`src/rtl/uart_rx_pkg.sv`:
```
// Shared types and constants for the serial console line receiver.
package uart_rx_pkg;

    typedef enum logic [2:0] {
        ST_IDLE,
        ST_START,
        ST_DATA,
        ST_STOP,
        ST_WAIT_IDLE
    } rx_state_t;

    localparam logic [7:0] ASCII_LF = 8'h0A;
    localparam logic [7:0] ASCII_CR = 8'h0D;

    localparam int HELLO_LEN = 11;
    localparam logic [8*HELLO_LEN-1:0] HELLO_STR = "Hello World";

    // Byte idx of HELLO_STR, index 0 being the first character ('H').
    function automatic logic [7:0] hello_byte(input int idx);
        return HELLO_STR[8*(HELLO_LEN-1-idx) +: 8];
    endfunction

endpackage

```
`src/rtl/uart_rx_byte.sv`:
```
// 8N1 deserializer: 2-flop synchronizer, bit FSM, byte/frame-error pulses.
// Byte pulses one cycle after the mid-stop sample; no backpressure, bytes are never held.
module uart_rx_byte
    import uart_rx_pkg::*;
#(
    parameter int CLKS_PER_BIT = 16
) (
    input  logic       clk,
    input  logic       rst,
    input  logic       rxd,
    output logic       byte_valid,
    output logic [7:0] byte_data,
    output logic       frame_err
);

    localparam int CW = $clog2(CLKS_PER_BIT);
    localparam logic [CW-1:0] LAST      = CW'(CLKS_PER_BIT - 1);
    localparam logic [CW-1:0] HALF_LAST = CW'(CLKS_PER_BIT / 2 - 1);

    rx_state_t     state, state_n;
    logic          rx_meta, rxs;
    logic [CW-1:0] cnt;
    logic [2:0]    bit_idx;
    logic [7:0]    shreg;
    logic          cnt_clr, shift_en, emit, ferr;

    always_ff @(posedge clk) begin
        if (rst) begin
            rx_meta    <= 1'b1;
            rxs        <= 1'b1;
            state      <= ST_IDLE;
            cnt        <= '0;
            bit_idx    <= '0;
            byte_valid <= 1'b0;
            frame_err  <= 1'b0;
        end else begin
            rx_meta    <= rxd;
            rxs        <= rx_meta;
            state      <= state_n;
            cnt        <= cnt_clr ? '0 : cnt + 1'b1;
            bit_idx    <= shift_en ? bit_idx + 1'b1 : bit_idx;
            byte_valid <= emit;
            frame_err  <= ferr;
        end
    end

    always_ff @(posedge clk) begin
        if (shift_en) shreg <= {rxs, shreg[7:1]};
        if (emit)     byte_data <= shreg;
    end

    // Counter restarts at every phase boundary so each wait is measured from its own entry.
    always_comb begin
        state_n  = state;
        cnt_clr  = 1'b0;
        shift_en = 1'b0;
        emit     = 1'b0;
        ferr     = 1'b0;
        case (state)
            ST_IDLE: begin
                cnt_clr = 1'b1;
                if (!rxs) state_n = ST_START;
            end
            ST_START: begin
                if (cnt == HALF_LAST) begin
                    cnt_clr = 1'b1;
                    state_n = rxs ? ST_IDLE : ST_DATA;
                end
            end
            ST_DATA: begin
                if (cnt == LAST) begin
                    cnt_clr  = 1'b1;
                    shift_en = 1'b1;
                    if (bit_idx == 3'd7) state_n = ST_STOP;
                end
            end
            ST_STOP: begin
                if (cnt == LAST) begin
                    cnt_clr = 1'b1;
                    if (rxs) begin
                        emit    = 1'b1;
                        state_n = ST_IDLE;
                    end else begin
                        ferr    = 1'b1;
                        state_n = ST_WAIT_IDLE;
                    end
                end
            end
            ST_WAIT_IDLE: begin
                cnt_clr = 1'b1;
                if (rxs) state_n = ST_IDLE;
            end
            default: begin
                cnt_clr = 1'b1;
                state_n = ST_IDLE;
            end
        endcase
    end

endmodule

```
`src/rtl/uart_line_rx.sv`:
```
// Console line receiver: assembles UART bytes into an LF-terminated line with random-access read.
// line_valid rises one cycle after the LF byte; while a line is held new bytes are dropped and flagged.
module uart_line_rx
    import uart_rx_pkg::*;
#(
    parameter int CLKS_PER_BIT = 16,
    parameter int LINE_MAX     = 16
) (
    input  logic                        clk,
    input  logic                        rst,
    input  logic                        rxd,
    input  logic                        line_ack,
    input  logic [$clog2(LINE_MAX)-1:0] rd_addr,
    output logic [7:0]                  rd_data,
    output logic                        line_valid,
    output logic [$clog2(LINE_MAX):0]   line_len,
    output logic                        hello_match,
    output logic                        frame_err,
    output logic                        overflow
);

    localparam int LW = $clog2(LINE_MAX);
    localparam logic [LW:0] MAX_LEN = (LW+1)'(LINE_MAX);
    localparam logic [LW:0] HLEN    = (LW+1)'(HELLO_LEN);

    logic          byte_valid;
    logic [7:0]    byte_data;
    logic [7:0]    line_buf [LINE_MAX];
    logic [LW:0]   len, len_eff;
    logic          ack_take, held, is_cr, is_lf, fits;
    logic          wr_en, drop, lf_take, hello_cmp;

    uart_rx_byte #(
        .CLKS_PER_BIT(CLKS_PER_BIT)
    ) u_byte (
        .clk       (clk),
        .rst       (rst),
        .rxd       (rxd),
        .byte_valid(byte_valid),
        .byte_data (byte_data),
        .frame_err (frame_err)
    );

    // An ack landing with a byte frees the buffer first, so the byte starts the new line.
    assign ack_take = line_ack & line_valid;
    assign held     = line_valid & ~ack_take;
    assign len_eff  = ack_take ? '0 : len;

    assign is_cr   = (byte_data == ASCII_CR);
    assign is_lf   = (byte_data == ASCII_LF);
    assign fits    = (len_eff < MAX_LEN);
    assign wr_en   = byte_valid & ~held & ~is_cr & ~is_lf & fits;
    assign lf_take = byte_valid & ~held & is_lf;
    assign drop    = byte_valid & (held | (~is_cr & ~is_lf & ~fits));

    always_comb begin
        hello_cmp = (len_eff == HLEN);
        for (int i = 0; i < HELLO_LEN; i++) begin
            if (line_buf[LW'(i)] != hello_byte(i)) hello_cmp = 1'b0;
        end
    end

    always_ff @(posedge clk) begin
        if (rst) begin
            len         <= '0;
            line_valid  <= 1'b0;
            overflow    <= 1'b0;
            hello_match <= 1'b0;
        end else begin
            if (ack_take) begin
                len         <= '0;
                line_valid  <= 1'b0;
                overflow    <= 1'b0;
                hello_match <= 1'b0;
            end
            if (wr_en) len <= len_eff + 1'b1;
            if (drop)  overflow <= 1'b1;
            if (lf_take) begin
                line_valid  <= 1'b1;
                hello_match <= hello_cmp;
            end
        end
    end

    always_ff @(posedge clk) begin
        if (wr_en) line_buf[len_eff[LW-1:0]] <= byte_data;
    end

    assign rd_data  = line_buf[rd_addr];
    assign line_len = len;

endmodule
```
`config.mk`:
```
export PLATFORM = sky130hd
export DESIGN_NAME = uart_line_rx
export DESIGN_NICKNAME = d
export VERILOG_FILES = /design/src/rtl/uart_rx_pkg.sv /design/src/rtl/uart_rx_byte.sv /design/src/rtl/uart_line_rx.sv
export SDC_FILE = /design/constraint.sdc
export NUM_CORES = 1
export LEC_CHECK = 0
export ABC_AREA = 1
export CAP_MARGIN = 30
export CORE_AREA = 4 4 148 150
export DETAILED_ROUTE_END_ITERATION = 16
export DIE_AREA = 0 0 152 154
export GPL_TIMING_DRIVEN = 0
export MAX_ROUTING_LAYER = met4
export REMOVE_ABC_BUFFERS = 1
export SKIP_LAST_GASP = 1
export SYNTH_ARGS = -nofsm -noshare
export SYNTH_HDL_FRONTEND = slang
export SYNTH_SLANG_ARGS = --single-unit
```
`constraint.sdc`:
```
create_clock -name clk -period 3.6 [get_ports clk]
set_input_delay 0.36 -clock clk [delete_from_list [all_inputs] [get_ports clk]]
set_output_delay 0.36 -clock clk [all_outputs]
set_load 0.05 [all_outputs]
```
==> implementation parameters <==
Parameter                              Value

Run status
  Outcome    finished clean

Setup path
  Maximum fanout along the worst path    21
  Stage delay of the slowest cell on the critical path    0.92 ns
  Required arrival time at the worst endpoint    3.24 ns
  Ordered cell list for the critical path    dlygate4sd2_1 > inv_1 > nand3_1 > nand3_1 > nand2_1 > clkdlybuf4s50_1
  Worst Setup End Kind    primary output
  Crit path launch type    input pin
  Critical path data arrival time    between 3 and 4 ns
  Crit path max-delay cell type    sky130_fd_sc_hd__dlygate4sd2_1
  Cell seen most often among critical-path stages    sky130_fd_sc_hd__nand3_1
  Startpoint-to-endpoint class of the critical path    input pin to primary output

Timing
  Max Freq    282 MHz
  Hold violation count in the final report    0
  Slew of the pin with the lowest slew margin    1.09 ns
  Final setup fails    0
  Maximum clock skew at final layout    0.0164 ns
  Final cycle utilization of the critical path    0.984
  Hold_ws    ~0.42 ns
  Setup TNS after final layout    0 ns
  Final WS setup    approximately 0.056 ns
  Remaining max-slew budget at the tightest pin    0.272
  Pins Over Slew Limit    0
  Minimum clock period after layout    3.54 ns
  RSZ-0062 raised after global routing    false

Final layout
  ANT cells    0
  Area Overhead vs Synth    16.1%
  Share of cells above drive strength 1    0.0973
  Fraction of the core area covered by cells at the end of the flow    0.398
  Area of the multi-input gates    1930 µm²
  Area taken by flip-flops and latches    4760 µm²
  Number of filler instances in the final layout    ~2000
  Number of nets in the layout    about 700

Power
  Static leakage    2.91 nW
  Total chip power    about 4.0 mW
  Pwr dens    492 nW/µm²
  Peak supply drop    339 µV

GRT
  Pin count of the biggest net entering global routing    52
  Via count of the first global-routing pass    4518
  Aggregate global routing overflow    0
  Global-route wire length before repair    24700 µm
  Number of antenna violations at the first check in global routing    0
  Overall routing resource usage    0.141

Hold path
  Worst min-delay path category    flop to flop

Synth
  Most frequent cells after synthesis    sky130_fd_sc_hd__edfxtp_1, sky130_fd_sc_hd__nor2_1, sky130_fd_sc_hd__nand2_1, sky130_fd_sc_hd__inv_1, sky130_fd_sc_hd__o21ai_1
  Number of synthesized flops with an enable pin    144
  Top cells by area, synth    sky130_fd_sc_hd__edfxtp_1, sky130_fd_sc_hd__dfxtp_1, sky130_fd_sc_hd__nor2_1
  Sequential share of the synthesized area    0.671
  Distinct cell type count after synthesis    34
  Number of standard cells after synthesis    about 660
  Ys async rst share    0
  Number of warnings issued by yosys    0
  Most repeated cell in the gate-level netlist after synthesis    sky130_fd_sc_hd__edfxtp_1
  Area share of the largest cell type after synthesis    0.609
  Cell accounting for the most synthesized area    sky130_fd_sc_hd__edfxtp_1
  Cell area after synthesis    7100 µm²
  Mean instance size in the synthesized netlist    approximately 11 µm²
  Most used flip-flop cell after synthesis    sky130_fd_sc_hd__edfxtp_1
  Synthesis-stage register bit count    between 150 and 200

Floorplanning
  Core Region    20700 µm²
  FP Rows    53
  Ports    25
  Die footprint    23400 µm²
  Die Y    154 µm
  Starting Density    0.343
  Die X-Extent    152 µm

Clock tree
  CTS H-tree lvls    4
  Count of clock tree sinks    between 150 and 200
  Clock-pin transition on the worst setup and hold timing paths    0.07 ns
  Number of setup buffers added after CTS    0
  Clock tree from TritonCTS    built
  Later-pin clock latency in the skew report    0.44 ns
  Number of buffers on the longest clock path    2
  Number of buffers added by the clock tree synthesis step    17
  Number of buffers inserted by hold repair at cts    0
  CTS Root Buffer Type    sky130_fd_sc_hd__clkbuf_16

Route
  Remaining routing DRC violations    0
  DRT antenna net count    0
  Number of iterations in the first detailed-routing pass    5
  1st-iter DRT viols    350
  Via count of the routed design    ~4700
  Total routed wirelength    15900 µm
  Routed WL per cell    16.3 µm
  Per-cell via count in the routed design    just under 5

Job
  Maximum capacitance violations    0

Placed design
  I/O Buffers    24
  Routability Congestion    0.816
  Place WS    -0.300 ns
  Half-perimeter wire length after placement    10500 µm
[cell type report]
cell class | count | share of cell area
Tap cell | 275 | 0.0418
Clock buffer | 17 | 0.0516
Clock inverter | 15 | 0.0188
Sequential cell | 166 | 0.578
Multi-Input combinational cell | 395 | 0.235
Inverter | 71 | 0.0327
Timing Repair Buffer | 35 | 0.0419
[power breakdown]
part           switching (mW)  internal [mW]
registers             0.00538           2.06
logic                   0.144         0.0686
clock network           0.844          0.925
total                   0.994           3.06
[cell families (layout without fill, tap and decap cells)]
family,Yosys count,after routing,share of synthesized area
simple gates,252,252,0.149
buf+inv,96,138,0.0562
fa+ha+maj,7,7,0.0123
xor+xnor,2,2,0.00247
compound gates,134,134,0.108
flops,166,166,0.671
[per-layer routing]
metal / vias to the layer above / wire length (µm) / track usage / part of all wire
met5: - / 0 / - / 0
met4: 0 / 197 / 0.0398 / 0.012
met3: 18 / 765 / 0.0312 / 0.048
met2: 115 / 7490 / 0.222 / 0.47
met1: 2238 / 7420 / 0.185 / 0.47
li1: 2335 / - / - / -
[registers in the layout, summed over array words and instances, names as in the netlist]
signal / count
u_byte.frame_err: 1
line_valid: 1
u_byte.shreg: 8
u_byte.rx_meta: 1
u_byte.rxs: 1
overflow: 1
u_byte.cnt: 4
u_byte.state: 3
u_byte.byte_valid: 1
line_buf: 128
line_len: 5
hello_match: 1
u_byte.byte_data: 8
u_byte.bit_idx: 3
[path summary, 6_finish.rpt]
path                                           from             end  slack (ns)  depth (start not counted)
worst min register to register       u_byte.rx_meta      u_byte.rxs        0.42                          1
worst max-delay path                     rd_addr[2]      rd_data[4]        0.06                          6
worst max register to register  u_byte.byte_data[1]  line_buf[6][0]        0.97                          8
worst min-delay path                 u_byte.rx_meta      u_byte.rxs        0.42                          1
[worst max-delay path: cells and delay by family]
kind	cells	cell delay (ns)
AND/OR/NAND/NOR	3	0.52
buffers and inverters	3	2.29
[cell usage in the layout (no fill, tap or decap), drive strengths merged]
cell type,synthesis,final
o21ai,70,70
dfxtp,22,22
o221ai,14,14
nand2,98,98
clkinvlp,0,1
o211ai,12,12
xnor2,1,1
ha,7,7
buf,19,12
clkdlybuf4s50,0,21
clkbuf,6,18
nand3b,1,1
dlygate4sd2,0,1
nor4,2,2
a21oi,36,36
xor2,1,1
or2,2,2
nand4,4,4
nor3,4,4
and2,1,1
clkinv,0,6
nand3,31,31
nor2,109,109
edfxtp,144,144
o22ai,2,2
inv,71,79
[per-stage QoR]
step	cells	cell area [µm²]
floorplan	632	6970
global placement	931	7550
detailed placement	940	7650
CTS	972	8220
global route	974	8240
finish	974	8240
[timing repair]
item	in CTS	in global routing
endpoints found under the setup margin	8	7
gates resized for setup	2	4
pin swaps	0	0
(Power assumes the default switching activity.)
